**src/rtl/chart_pkg.sv**
```systemverilog
// Shared types for the step-chart sequencer: FSM states and the chart ROM word layout.
package chart_pkg;

    localparam int LANE_W  = 4;
    localparam int END_BIT = 7;

    typedef enum logic [2:0] {
        S_IDLE,
        S_FETCH,
        S_LATCH,
        S_WAIT,
        S_DONE
    } chart_state_t;

    // One chart ROM word: END flag, three ignored bits, lane spawn mask.
    typedef struct packed {
        logic              is_end;
        logic [2:0]        rsvd;
        logic [LANE_W-1:0] mask;
    } chart_row_t;

endpackage

```
**src/rtl/chart_sequencer_frame_tick.sv**
```systemverilog
// Rising-edge detector on the frame tick level; delay starts high so reset release
// with frame_clk already high does not produce a spurious edge.
module frame_tick (
    input  logic Clk,
    input  logic reset_n,
    input  logic frame_clk,
    output logic tick
);

    logic frame_dly;

    always_ff @(posedge Clk or negedge reset_n) begin
        if (!reset_n) frame_dly <= 1'b1;
        else          frame_dly <= frame_clk;
    end

    assign tick = frame_clk & ~frame_dly;

endmodule

```
**src/rtl/chart_sequencer.sv**
```systemverilog
// Step-chart reader: fetches one ROM row per beat and presents its lane mask to the
// arrow scroller for exactly one frame period.
module chart_sequencer
    import chart_pkg::*;
#(
    parameter int ADDR_W         = 10,
    parameter int FRAMES_PER_ROW = 8
) (
    input  logic              Clk,
    input  logic              reset_n,
    input  logic              frame_clk,
    input  logic              start,
    input  logic              pause,
    input  logic              abort,
    output logic [ADDR_W-1:0] rom_addr,
    input  logic [7:0]        rom_data,
    output logic [LANE_W-1:0] display_signal,
    output logic              busy,
    output logic              done
);

    localparam int CNT_W = (FRAMES_PER_ROW > 1) ? $clog2(FRAMES_PER_ROW) : 1;
    localparam logic [CNT_W-1:0]  CNT_RELOAD = CNT_W'(FRAMES_PER_ROW - 1);
    localparam logic [ADDR_W-1:0] ADDR_MAX   = '1;

    chart_state_t      state, state_nxt;
    logic [CNT_W-1:0]  frame_cnt, frame_cnt_nxt;
    logic [ADDR_W-1:0] rom_addr_nxt;
    logic              last, last_nxt;
    logic              row_end, row_end_nxt;
    logic [LANE_W-1:0] row_mask, row_mask_nxt;
    logic [LANE_W-1:0] display_nxt;
    logic              tick;
    chart_row_t        rom_row;
    logic              rsvd_unused;

    assign rom_row     = chart_row_t'(rom_data);
    assign rsvd_unused = ^rom_row.rsvd;

    frame_tick u_tick (
        .Clk       (Clk),
        .reset_n   (reset_n),
        .frame_clk (frame_clk),
        .tick      (tick)
    );

    always_ff @(posedge Clk or negedge reset_n) begin
        if (!reset_n) state <= S_IDLE;
        else          state <= state_nxt;
    end

    always_ff @(posedge Clk or negedge reset_n) begin
        if (!reset_n) begin
            frame_cnt      <= '0;
            rom_addr       <= '0;
            last           <= 1'b0;
            row_end        <= 1'b0;
            row_mask       <= '0;
            display_signal <= '0;
        end else begin
            frame_cnt      <= frame_cnt_nxt;
            rom_addr       <= rom_addr_nxt;
            last           <= last_nxt;
            row_end        <= row_end_nxt;
            row_mask       <= row_mask_nxt;
            display_signal <= display_nxt;
        end
    end

    always_comb begin
        state_nxt     = state;
        frame_cnt_nxt = frame_cnt;
        rom_addr_nxt  = rom_addr;
        last_nxt      = last;
        row_end_nxt   = row_end;
        row_mask_nxt  = row_mask;
        // Every frame edge clears the mask unless a row is emitted below,
        // so a nonzero mask is held for exactly one frame period.
        display_nxt   = tick ? '0 : display_signal;

        if (abort) begin
            state_nxt     = S_IDLE;
            display_nxt   = '0;
            rom_addr_nxt  = '0;
            frame_cnt_nxt = '0;
            last_nxt      = 1'b0;
        end else begin
            case (state)
                S_IDLE, S_DONE: begin
                    if (start) begin
                        rom_addr_nxt  = '0;
                        frame_cnt_nxt = '0;
                        last_nxt      = 1'b0;
                        state_nxt     = S_FETCH;
                    end
                end
                S_FETCH: state_nxt = S_LATCH;
                S_LATCH: begin
                    row_end_nxt  = rom_row.is_end;
                    row_mask_nxt = rom_row.mask;
                    state_nxt    = S_WAIT;
                end
                S_WAIT: begin
                    if (tick && !pause) begin
                        if (frame_cnt != '0) begin
                            frame_cnt_nxt = frame_cnt - 1'b1;
                        end else if (row_end || last) begin
                            state_nxt = S_DONE;
                        end else begin
                            display_nxt   = row_mask;
                            frame_cnt_nxt = CNT_RELOAD;
                            // Address saturates; the next boundary then acts as END.
                            if (rom_addr == ADDR_MAX) last_nxt     = 1'b1;
                            else                      rom_addr_nxt = rom_addr + 1'b1;
                            state_nxt = S_FETCH;
                        end
                    end
                end
                default: state_nxt = S_IDLE;
            endcase
        end
    end

    assign busy = (state == S_FETCH) || (state == S_LATCH) || (state == S_WAIT);
    assign done = (state == S_DONE);

endmodule

```
**config.mk**
```make
export PLATFORM = sky130hd
export DESIGN_NAME = chart_sequencer
export DESIGN_NICKNAME = d
export VERILOG_FILES = /design/src/rtl/chart_pkg.sv /design/src/rtl/chart_sequencer_frame_tick.sv /design/src/rtl/chart_sequencer.sv
export SDC_FILE = /design/constraint.sdc
export NUM_CORES = 1
export LEC_CHECK = 0
export BUFFER_PORTS_ARGS = -buffer_cell sky130_fd_sc_hd__buf_4
export CORE_MARGIN = 5
export CORE_UTILIZATION = 45
export CTS_BUF_LIST = sky130_fd_sc_hd__clkbuf_4
export CTS_CLUSTER_DIAMETER = 120
export DETAILED_ROUTE_END_ITERATION = 16
export HOLD_SLACK_MARGIN = 0.02
export PLACE_DENSITY_LB_ADDON = 0.12
export SETUP_SLACK_MARGIN = 0.1
export SLEW_MARGIN = 10
export SYNTH_ARGS = -nofsm -noshare
export SYNTH_HDL_FRONTEND = slang
export SYNTH_SLANG_ARGS = --single-unit
```
**constraint.sdc**
```tcl
create_clock -name Clk -period 3.12 [get_ports Clk]
set_input_delay 0.156 -clock Clk [delete_from_list [all_inputs] [get_ports Clk]]
set_output_delay 0.156 -clock Clk [all_outputs]
set_load 0.01 [all_outputs]
```
# [After elaboration in Yosys (flattened, before gate mapping)]
# Cells that the tools add are included.
[totals] ff_bits=27 word_cells=71
[op_classes] bitwise=3 n_mux=32 eq_ne=12 n_reduce_logical=14 add_sub_neg=2
[op_table] cell="$mux W10" n=6
[op_table] cell="$mux W3" n=10
[op_table] cell="$mux W4" n=6
[op_table] cell="$pmux W10 S2" n=1
[op_table] cell="$ne A3 B3 Y1 const B" n=6
[op_table] cell="$pmux W3 S4" n=1
[op_table] cell="$reduce_and A6 Y1" n=2
[op_table] cell="$add A10 B1 Y10 const B" n=1
[op_table] cell="$eq A10 B10 Y1 const B" n=1
[op_table] cell="$eq A3 B2 Y1 const B" n=2
[op_table] cell="$mux W1" n=6
[op_table] cell="$pmux W3 S2" n=1
[op_table] cell="$reduce_bool A3 Y1" n=2
[op_table] cell="$ne A4 B4 Y1 const B" n=1
[op_table] cell="$reduce_and A4 Y1" n=1
[op_table] cell="$eq A3 B1 Y1 const B" n=1
[op_table] cell="$eq A3 B3 Y1 const B" n=1
[op_table] cell="$logic_not A3 Y1" n=1
[op_table] cell="$logic_or A1 B1 Y1" n=3
[op_table] cell="$reduce_and A3 Y1" n=1
[op_table] cell="$sub A3 B1 Y3 const B" n=1
[op_table] cell="$not A1 Y1" n=2
[op_table] cell="$pmux W1 S2" n=1
[op_table] cell="$reduce_and A2 Y1" n=1
[op_table] cell="4 further kinds" n=4

# [Longest topological paths before layout]
[logic_depth] depth_word=8 depth_mapped=6 ltp_nobuf=6

# [By module]
# From an unflattened synthesis, not the netlist that was laid out.
[hier_totals] cells_unflattened=152 area_unflattened_um2=1502.7
[modules_own_cells] module="chart_sequencer" n_inst=1 cells_each=150 area_each_um2=1462.7
[modules_own_cells] module="frame_tick" n_inst=1 cells_each=2 area_each_um2=40.0

# [Worst setup path after synthesis]
# No wires, ideal clock.
[synth_timing] path_kind="reg2reg" start="reg frame_cnt[0]" end="reg rom_addr[2]" required_ns=2.979 period_less_slack_ns=1.868 path_slack_ns=1.252 setup_time_ns=0.141 path_stages_with_launch=7 arrival_ns=1.727 n_path_buf=0 cell_sequence="dfrtp_1 inv_1 ha_1 or4b_4 or2_4 o311ai_2 o311ai_1"
[synth_between] elab_chain_cells=3
[synth_lines] item="start, declared" line="chart_sequencer.sv:27" source="logic [CNT_W-1:0] frame_cnt, frame_cnt_nxt;"
[synth_lines] item="start signal, assigned" line="chart_sequencer.sv:61" source="frame_cnt <= frame_cnt_nxt;"
[synth_lines] item="$reduce_bool A3 Y1" line="chart_sequencer.sv:105" source="if (frame_cnt != '0) begin"
[synth_lines] item="$ne A3 B3 Y1 (no source line)"
[synth_lines] item="$reduce_and A6 Y1 (no source line)"
[synth_lines] item="end signal, assigned" line="chart_sequencer.sv:62" source="rom_addr <= rom_addr_nxt;"
[synth_lines] item="end, declared" line="chart_sequencer.sv:15" source="output logic [ADDR_W-1:0] rom_addr,"
# Every way passes these cells.
# A chain may end at the register's enable or synchronous reset.

# [Worst setup path in the final report]
[layout_timing] start="reg frame_cnt[0]" end="reg rom_addr[3]"
# The elaborated chain is that of the path after synthesis.

==> key figures <==
Run status
  • Status: finished clean

Clock tree
  • Sink Count: 27
  • Max clock buf depth: 2
  • Clock transition at path regs: between 0.1 and 0.15 ns
  • H-tree Lvls: 1
  • Postcts setup bufs: 0
  • Worst-Skew Late Latency: 0.33 ns
  • CTS tree: yes
  • # resized after CTS: 0
  • CTS buffer count: 3
  • CTS root buffer: clkbuf_4

Setup path
  • Crit Path Max Fanout: 6
  • Worst path bufs/invs: 1
  • Critical Path AT: 2.22 ns
  • CP cell instances: inv_1 -> ha_1 -> or4b_4 -> or2_4 -> o311ai_1 -> nand3_1
  • CP delay by family, top: simple AND/OR/NAND/NOR gates
  • Reg2reg setup slack: 1.11 ns
  • CP required: ~3.3 ns
  • R2r worst-path depth: 6
  • Crit Path Class: flop to flop
  • Slowest-stage cell, CP: or4b_4
  • FF-to-FF Start: frame_cnt[0]
  • Max stage delay on crit path: about 0.52 ns
  • Startpoint Class: flop
  • Reg2reg end: rom_addr[3]
  • CP endpoint kind: flop

Floorplan
  • Total Die Area: ~0.0046 mm2
  • Core area: 0.00328 mm2
  • Rows: 21
  • Initial core utilization: between 40% and 50%
  • Die Y: approximately 68 um
  • Die width: roughly 68 um
  • I/O pins: 30

Yosys
  • Flops & latches, synth: 27
  • Synth Cell Area: roughly 0.0015 mm2
  • Post-synth EDFFs: 0
  • Synth warn: 0
  • FFs w/ async S/R, synth: 100%
  • Register area share after synthesis: between 40% and 50%
  • Synth Flop Type: dfrtp_1
  • Syn_area_per_cell: 9.89 um2
  • Post-Synthesis Cells: around 150
  • Syn_nets: 170
  • Netlist cell types: 48

Timing
  • Final Max Tran Viols: 0
  • Clock skew: 0.00215 ns
  • Slew headroom: between 40 and 50%
  • TNS Setup: 0 ns
  • Max frequency: 0.498 GHz
  • Fin crit period: 2.01 ns
  • Final hold viol count: 0
  • Final setup viols: 0
  • Final period util: between 60 and 70%
  • Worst-Margin Slew: ~0.75 ns
  • RSZ-0062 raised after global routing: no

Hold path
  • Worst min path class: input port to flop
  • Hold Path Sink: row_mask[1]
  • Hold Path Depth: 2
  • Hold_sp: rom_data[1]

Placed design
  • DP HPWL: 2.53 mm
  • # port buffers: 26
  • GPL Wtd Cong: 0.830

Detailed routing
  • First-pass DRT Iterations: 4
  • Starting DRT DRC Count: around 140
  • Routed len/inst: ~15 um
  • Final wirelength: between 3 and 4 mm
  • Via/cell ratio: just under 6
  • Vias: approximately 1300
  • Drt drc: 0
  • DRT antenna net count: 0

GRT
  • First-pass GRT wire length: a little under 6 mm
  • Vias in the first global route: approximately 1300
  • Largest net degree at the start of global routing: 28
  • Initial antenna violation count: 0
  • Gr ovfl total: 0
  • Total GRT Usage: 16.6%

Finish
  • Fraction of layout cells with a size suffix above 1: a little over a quarter
  • N_diodes: 0
  • Finished Core Util: between 50% and 60%
  • Fin nets: slightly below 200
  • Area grow syn2layout: 18.6%

Job
  • Max_cap viols: 0

Power
  • Peak VDD IR: about 280 uV
  • Pwr Density: just over 400 mW/mm2
  • Leakage power: between 0.7 and 0.8 nW
## cell families after synthesis
group / after synthesis / synth area share (%)
muxes: 6 / 4.47
AOI/OAI and AO/OA: 41 / 19.7
buffers and inverters: 12 / 3.23
adders and majority gates: 3 / 2.48
and+or+nand+nor: 64 / 25.4
DFF: 27 / 44.7
## through the flow
step	std cells	instance area [um2]	worst slack, ns	hold WS [ns]	total power, mW
CTS	226	1790	1.10	0.0364	0.736
finish	226	1790	1.11	0.0484	0.725
floorplan	153	1510	1.25	-0.140	0.526
global route	226	1790	0.990	0.0256	0.776
detailed placement	220	1750	1.12	0.0957	0.579
global placement	220	1750	1.19	0.0932	0.571
## worst reg2reg max path: stages (launching register included)
cell and delay, ns:
dfrtp_1 0.43, inv_1 0.09, ha_1 0.19, or4b_4 0.52, or2_4 0.28, o311ai_1 0.27
nand3_1 0.11
## timing repair
item	CTS	global route
endpoints found under the hold margin	28	0
setup endpoints to repair	0	0
hold buffers	2	0
## power by group
group | internal, mW | switching [mW] | total [mW]
sequential | 0.388 | 0.0334 | 0.421
clock | 0.0482 | 0.105 | 0.153
combinational | 0.0748 | 0.0765 | 0.151
## worst max-delay path by stage
| stage | end | depth (start not counted) | startpoint |
|---|---|---|---|
| finish | rom_addr[3] | 6 | frame_cnt[0] |
| global route | rom_addr[8] | 6 | frame_cnt[0] |
| CTS | rom_addr[3] | 6 | frame_cnt[0] |
| detailed placement | rom_addr[3] | 6 | frame_cnt[0] |
| global placement | rom_addr[2] | 6 | frame_cnt[0] |
| floorplan | rom_addr[2] | 6 | frame_cnt[0] |
## routing by layer
metal,track usage [%],vias up,wire length (um)
li1,-,630,-
met1,20.3,660,1420
met2,29.6,29,1840
met3,2.63,5,142
met4,5.21,0,38
met5,0,-,0
## cells in the final DEF, fill, tap and decap left out, drive strengths merged, types with 2 or more instances in the layout
cell type / instances
a22oi: 4
nor2: 13
dlygate4sd3: 2
a31oi: 7
a21oi: 6
nand2: 11
o21ai: 4
a21o: 2
mux2: 6
and4: 2
nand4: 2
dfrtp: 26
nor4: 4
o21bai: 2
nand2b: 5
o311ai: 3
nand3: 7
nor3: 3
or2: 3
nor3b: 4
clkbuf: 3
o31ai: 2
buf: 27
ha: 3
a2bb2oi: 3
and3: 3
inv: 6
## sequential cells by signal, indices dropped and copies added, names as in the netlist
register and cells:
state 3, display_signal 4, row_mask 4, rom_addr 10, u_tick.frame_dly 1, row_end 1
last 1, frame_cnt 3
## area by class of cell
type / instances / area, um2
Timing Repair Buffer: 29 / 223
Clock inverter: 1 / 5.00
Sequential cell: 27 / 677
Tap cell: 46 / 57.6
Inverter: 6 / 22.5
Fill cell: 304 / 1490
Clock buffer: 3 / 22.5
Multi-Input combinational cell: 114 / 787
## cells in the mapped netlist, types with 2 or more instances
cell / instances / area (um2)
nand3_1: 7 / 35.0
mux2_2: 6 / 67.6
nand2_1: 11 / 41.3
nor3_1: 2 / 10.0
a31oi_1: 7 / 43.8
buf_2: 3 / 15.0
o21ai_0: 2 / 10.0
o21bai_1: 2 / 15.0
inv_1: 6 / 22.5
nor4_2: 2 / 25.0
and4_1: 2 / 17.5
and3_1: 3 / 18.8
nand2b_1: 5 / 31.3
nand4_1: 2 / 12.5
o311ai_1: 2 / 17.5
clkbuf_1: 3 / 11.3
a22oi_1: 4 / 30.0
nor2_1: 13 / 48.8
ha_1: 3 / 37.5
a21o_1: 2 / 15.0
a2bb2oi_1: 3 / 26.3
nor4_1: 2 / 12.5
dfrtp_1: 26 / 651
o21ai_1: 2 / 10.0
nor3b_1: 4 / 30.0
o31ai_1: 2 / 15.0
a21oi_1: 6 / 30.0
Note: power is estimated with default switching activity, not from simulation.
